<file path="src/rtl/im_cache.sv">
// ============================================================================
//  Module   : im_cache
//  Purpose  : Direct-mapped, read-only instruction cache sitting behind the
//             fetch stage. Hits answer one cycle after the request; misses
//             refill the whole line from a slower backing memory over a
//             word-wide req/ack interface while holding stall high.
//  Ports    : clk, rst (async, active-low)
//             enable/addr        - fetch request (sampled when stall=0)
//             pc_out/data/stall  - registered fetch response
//             inv                - invalidate all lines (pulse)
//             mem_req/mem_addr   - backing read request / word address
//             mem_ack/mem_rdata  - backing read completion / data
//  Revision : 1.0 - initial release
// ============================================================================
`default_nettype none

module im_cache #(
    parameter int LINES      = 16,
    parameter int LINE_WORDS = 4
) (
    input  logic        clk,
    input  logic        rst,
    input  logic        enable,
    input  logic [31:0] addr,
    output logic [31:0] pc_out,
    output logic [31:0] data,
    output logic        stall,
    input  logic        inv,
    output logic        mem_req,
    output logic [31:0] mem_addr,
    input  logic        mem_ack,
    input  logic [31:0] mem_rdata
);

    localparam int c_OFF_W  = $clog2(LINE_WORDS);
    localparam int c_IDX_W  = $clog2(LINES);
    localparam int c_TAG_W  = 30 - c_OFF_W - c_IDX_W;
    localparam int c_LO_IDX = 2 + c_OFF_W;
    localparam int c_LO_TAG = c_LO_IDX + c_IDX_W;
    localparam logic [c_OFF_W-1:0] c_LAST = c_OFF_W'(LINE_WORDS - 1);

    typedef enum logic [1:0] {
        ST_IDLE   = 2'd0,
        ST_REFILL = 2'd1,
        ST_RESP   = 2'd2
    } state_t;

    state_t r_state;
    state_t w_state_nxt;

    // Storage: data and tags carry no reset, only the valid bits do.
    logic [31:0]         r_mem [LINES*LINE_WORDS];
    logic [c_TAG_W-1:0]  r_tag [LINES];
    logic [LINES-1:0]    r_valid;
    logic [LINES-1:0]    w_valid_nxt;

    logic [31:0]         r_miss_addr;
    logic [c_OFF_W-1:0]  r_cnt;
    logic [31:0]         r_pc;
    logic [31:0]         r_data;
    logic                r_stall;

    // Fetch address decode
    logic [c_OFF_W-1:0]  w_off;
    logic [c_IDX_W-1:0]  w_idx;
    logic [c_TAG_W-1:0]  w_tag;
    logic                w_hit;

    // Latched miss address decode
    logic [c_OFF_W-1:0]  w_miss_off;
    logic [c_IDX_W-1:0]  w_miss_idx;
    logic [c_TAG_W-1:0]  w_miss_tag;
    logic                w_fill_word;
    logic                w_last;

    logic                w_unused_addr;

    assign w_off = addr[2 +: c_OFF_W];
    assign w_idx = addr[c_LO_IDX +: c_IDX_W];
    assign w_tag = addr[31:c_LO_TAG];
    assign w_hit = r_valid[w_idx] && (r_tag[w_idx] == w_tag);

    assign w_miss_off = r_miss_addr[2 +: c_OFF_W];
    assign w_miss_idx = r_miss_addr[c_LO_IDX +: c_IDX_W];
    assign w_miss_tag = r_miss_addr[31:c_LO_TAG];

    assign w_fill_word = (r_state == ST_REFILL) && mem_ack;
    assign w_last      = w_fill_word && (r_cnt == c_LAST);

    // Byte-lane bits never take part in the lookup.
    assign w_unused_addr = &{1'b0, addr[1:0]};

    // ------------------------------------------------------------------
    // Next-state and memory-side outputs
    // ------------------------------------------------------------------
    always_comb begin
        w_state_nxt = r_state;
        mem_req     = 1'b0;
        mem_addr    = 32'h0;
        case (r_state)
            // RESP already reports stall=0, so a new fetch is served there
            // exactly as in IDLE.
            ST_IDLE, ST_RESP: begin
                w_state_nxt = ST_IDLE;
                if (enable && !w_hit) begin
                    w_state_nxt = ST_REFILL;
                end
            end
            ST_REFILL: begin
                mem_req  = 1'b1;
                mem_addr = {r_miss_addr[31:c_LO_IDX], r_cnt, 2'b00};
                if (w_last) begin
                    w_state_nxt = ST_RESP;
                end
            end
            default: begin
                w_state_nxt = ST_IDLE;
            end
        endcase
    end

    // Invalidate wipes every line; a refill finishing on the same edge still
    // marks its own line valid.
    always_comb begin
        w_valid_nxt = inv ? '0 : r_valid;
        if (w_last) begin
            w_valid_nxt[w_miss_idx] = 1'b1;
        end
    end

    // ------------------------------------------------------------------
    // Control state and fetch-side response registers
    // ------------------------------------------------------------------
    always_ff @(posedge clk or negedge rst) begin
        if (!rst) begin
            r_state     <= ST_IDLE;
            r_valid     <= '0;
            r_miss_addr <= 32'h0;
            r_cnt       <= '0;
            r_pc        <= 32'h0;
            r_data      <= 32'h0;
            r_stall     <= 1'b0;
        end else begin
            r_state <= w_state_nxt;
            r_valid <= w_valid_nxt;
            case (r_state)
                ST_IDLE, ST_RESP: begin
                    if (enable) begin
                        if (w_hit) begin
                            r_pc    <= addr;
                            r_data  <= r_mem[{w_idx, w_off}];
                            r_stall <= 1'b0;
                        end else begin
                            r_miss_addr <= addr;
                            r_cnt       <= '0;
                            r_stall     <= 1'b1;
                        end
                    end
                end
                ST_REFILL: begin
                    if (mem_ack) begin
                        r_cnt <= r_cnt + 1'b1;
                        if (r_cnt == c_LAST) begin
                            r_pc    <= r_miss_addr;
                            // The final word is still on mem_rdata this edge;
                            // earlier words already sit in the array.
                            r_data  <= (w_miss_off == c_LAST) ? mem_rdata
                                     : r_mem[{w_miss_idx, w_miss_off}];
                            r_stall <= 1'b0;
                        end
                    end
                end
                default: begin
                end
            endcase
        end
    end

    // ------------------------------------------------------------------
    // Line fill: data word per ack, tag on the last word
    // ------------------------------------------------------------------
    always_ff @(posedge clk) begin
        if (w_fill_word) begin
            r_mem[{w_miss_idx, r_cnt}] <= mem_rdata;
            if (r_cnt == c_LAST) begin
                r_tag[w_miss_idx] <= w_miss_tag;
            end
        end
    end

    assign pc_out = r_pc;
    assign data   = r_data;
    assign stall  = r_stall;

endmodule

`default_nettype wire
</file>
<file path="config.mk">
export PLATFORM = sky130hd
export DESIGN_NAME = im_cache
export DESIGN_NICKNAME = d
export VERILOG_FILES = /design/src/rtl/im_cache.sv
export SDC_FILE = /design/constraint.sdc
export NUM_CORES = 2
export LEC_CHECK = 0
export ABC_AREA = 0
export CAP_MARGIN = 10
export CORE_UTILIZATION = 55
export CTS_CLUSTER_SIZE = 28
export DETAILED_ROUTE_END_ITERATION = 8
export PLACE_DENSITY = 0.73
export SLEW_MARGIN = 20
export SYNTH_ARGS = -nofsm -noshare
export SYNTH_HDL_FRONTEND = slang
export SYNTH_SLANG_ARGS = --single-unit
</file>
<file path="constraint.sdc">
create_clock -name clk -period 7.5 [get_ports clk]
set_input_delay 0.75 -clock clk [delete_from_list [all_inputs] [get_ports clk]]
set_output_delay 0.75 -clock clk [all_outputs]
set_load 0.02 [all_outputs]
</file>
==> metrics.md <==
| Metric | Value |
|---|---|
| Status | `completed` |
| Top_reg_cell synth | `edfxtp_1` |
| Placed cell count | `approximately 8,900` |
| Setup CP Type | `register to primary output` |
| P per Cell Area | `around 340 nW/µm²` |
| Grt total ovfl | `0` |
| # fillers | `14,181` |
| Worst Hold Class | `primary input to register` |
| CP Capture Type | `primary output` |
| H-tree depth | `5` |
| Clk pin slew, worst setup/hold paths | `0.06 ns` |
| Final Wtd Congestion | `between 0.9 and 1` |
| Nets | `around 6,400` |
| Non-Filler Instances | `~9,400` |
| Tmin final | `between 5 and 6 ns` |
| WL final | `399,400 µm` |
| Largest net degree at the start of global routing | `between 80 and 90` |
| Router iterations before antenna repair | `9` |
| # resized after CTS | `0` |
| Lkg Pwr | `between 40 and 50 nW` |
| CTS tree | `built` |
| Global-route wire length before repair | `between 500,000 and 600,000 µm` |
| Area Overhead vs Synth | `12.87%` |
| Worst IR drop on VDD | `between 0.3 and 0.4 mV` |
| CTS max path bufs | `4` |
| Clock root buffer | `clkbuf_16` |
| Initial DRC Count | `~14,000` |
| Vias in the first global route | `70,587` |
| # port buffers | `~160` |
| Slew margin rel. | `a little over an eighth` |
| Worst EP required | `around 6.8 ns` |
| Sink Count | `between 2,000 and 3,000` |
| R2r setup slk | `approximately 2.2 ns` |
| Drt wl/cell | `approximately 43 µm` |
| Max-slew violations | `0` |
| Worst-Margin Slew | `~1.3 ns` |
| Syn_area_per_cell | `about 19 µm²` |
| Antenna Nets Post-Route | `0` |
| FF+latch count, synth | `2,549` |
| Critical path fanouts, max | `32` |
| DP HPWL | `roughly 240,000 µm` |
| EDFF count, synth | `between 2,000 and 2,500` |
| Fin. Hold Viols | `0` |
| Finish-stage setup viols | `0` |
| GRT Total Usage | `37.72%` |
| Fmax | `~190 MHz` |
| Crit path DAT | `between 4 and 5 ns` |
| # IOs | `167` |
| Layout Skew | `about 0.044 ns` |
| Die area | `~210,000 µm²` |
| Post-synthesis cell type count | `75` |
| Crit share post-route | `slightly above 70%` |
| Post-Syn Instances | `6,171` |
| Vias per std cell | `roughly 7.8` |
| Crit start category | `register` |
| Post-synthesis sequential area ratio | `66.14%` |
| Core box area | `around 210,000 µm²` |
| Setup TNS Final | `0 ns` |
| Starting Density | `a little under three fifths` |
| Cell area after synthesis | `roughly 110,000 µm²` |
| Die Span X | `458.9 µm` |
| Yosys Warn Count | `0` |
| Layout cell share with drive strength beyond 1 | `about 28%` |
| Post-synth ARST share | `under 10%` |
| Cell row count | `167` |
| DRC viols | `0` |
| CTS Buf Count | `between 200 and 300` |
| Clk Latency, worst-skew pair | `0.93 ns` |
| RSZ-0062 raised after global routing | `false` |
| Die Y | `around 460 µm` |
| Max cap viols | `0` |
| Initial antenna violation count | `22` |
| Via count | `approximately 73,000` |
-- report_power, final --
part	total [mW]	leakage, nW	internal [mW]	switching (mW)
registers	17.5	23.2	16.5	0.948
logic	14.1	13.8	4.99	9.09
clock network	13.2	4.11	7.63	5.53
total	44.7	41.1	29.1	15.6
-- metal layers --
metal | global-route usage [%] | part of all wire, % | up-vias
li1 | - | - | 26887
met1 | 48.68 | 33 | 37635
met2 | 53.64 | 43 | 7332
met3 | 15.92 | 17 | 1529
met4 | 21.62 | 6.9 | 28
met5 | 1.401 | 0.11 | -
-- kinds of logic after synthesis --
| group | count (synthesis) | synth area share [%] |
|---|---|---|
| buffers and inverters | 518 | 1.872 |
| adders and majority gates | 1 | 0.01089 |
| other | 1 | 0.003265 |
| AOI/OAI and AO/OA | 1067 | 6.702 |
| DFF | 2549 | 66.14 |
| and+or+nand+nor | 699 | 2.905 |
| muxes | 1302 | 22.11 |
| xor gates and xnor gates | 34 | 0.2593 |
-- cell type report --
cell class,instances,area [µm²],share of cell area (%)
Multi-Input combinational cell,3105,37520,28.95
Clock buffer,354,7453,5.750
Timing Repair Buffer,421,4099,3.162
Sequential cell,2549,75970,58.61
Tap cell,2788,3488,2.691
Inverter,16,62.56,0.04826
Clock inverter,113,983.4,0.7587
Antenna cell,17,42.54,0.03282
-- cells in the final DEF, fill, tap and decap left out, types with 51 or more instances in the layout --
cell and instances:
a21oi_1 154, a221oi_1 83, a22o_1 81, a22oi_1 272
a31oi_1 51, buf_4 209, clkbuf_1 65, clkbuf_16 287
clkdlybuf4s50_1 125, clkinv_1 61, dfrtp_1 111, edfxtp_1 2432
mux2_2 60, mux2i_1 240, mux4_2 979, nand2_1 198
nand3_1 101, nand4_1 55, nor2_1 80, nor2_4 85
o211ai_1 55, o21ai_0 65, o22ai_1 85
-- cell usage after synthesis, types with 13 or more instances --
master / number / area (µm²)
edfxtp_1: 2432 / 73030
mux4_2: 979 / 22050
clkbuf_1: 297 / 1115
a22oi_1: 272 / 2042
mux2i_1: 240 / 2402
nand2_1: 202 / 758.2
nor2_1: 166 / 623.1
a21oi_1: 155 / 775.7
dfrtp_1: 117 / 2928
buf_2: 113 / 565.5
nand3_1: 102 / 510.5
o22ai_1: 85 / 531.8
a221oi_1: 83 / 727.0
a22o_1: 81 / 709.4
buf_1: 79 / 296.5
o21ai_0: 66 / 330.3
mux2_2: 60 / 675.7
nand4_1: 55 / 344.1
o211ai_1: 55 / 412.9
a31oi_1: 51 / 319.1
a21o_1: 50 / 375.4
nor3_1: 40 / 200.2
nor2b_1: 35 / 219.0
and2_1: 33 / 206.5
a2bb2oi_1: 28 / 245.2
o221ai_1: 26 / 227.7
mux2_1: 23 / 259.0
xnor2_1: 22 / 192.7
a32oi_1: 18 / 157.7
a211oi_1: 17 / 127.6
o2111ai_1: 17 / 148.9
nand2b_1: 13 / 81.33
o22a_1: 13 / 113.9
-- worst max-delay path, cell delays in order (launching register included) --
cell,delay (ns)
dfrtp_4,0.87
buf_4,0.51
inv_2,0.50
buf_4,0.48
nor2_1,0.51
clkdlybuf4s50_1,0.73
-- registers in the layout, indices dropped and copies added (netlist names) --
register,flops
r_mem,2048
r_tag,384
data,32
pc_out,32
r_miss_addr,32
r_valid,16
r_cnt,2
r_state,2
stall,1
-- repair_timing --
item / 4_1_cts / 5_1_grt
setup endpoints to repair: 0 / 0
buffers inserted: 0 / 0
hold buffers: 1 / 0
endpoints found under the hold margin: 66 / 0
-- metrics by stage --
step | hold slack, ns | total power, mW | setup slack [ns] | util [%] | area [µm²]
finish | 0.2169 | 44.69 | 2.154 | 62.54 | 129600
global route | 0.2054 | 45.26 | 2.330 | 62.52 | 129600
global placement | 0.4537 | 30.84 | 1.998 | 58.24 | 120700
floorplan | 0.4444 | 25.06 | 3.587 | - | 114800
detailed placement | 0.4617 | 31.02 | 1.904 | 58.35 | 121000
CTS | 0.1850 | 43.93 | 2.381 | 62.43 | 129400
-- worst paths after layout --
| kind | startpoint | end | cells after the start |
|---|---|---|---|
| max | r_miss_addr[4] | mem_addr[4] | 5 |
| min | mem_rdata[23] | r_mem[28][23] | 1 |
| max reg2reg | r_miss_addr[3] | data[26] | 9 |
| min reg2reg | r_valid[7] | r_valid[7] | 1 |
| max in group asynchronous | rst | r_miss_addr[4] | 3 |
| min in group asynchronous | rst | r_valid[0] | 2 |
No activity file was read; power rests on OpenSTA's default activity.
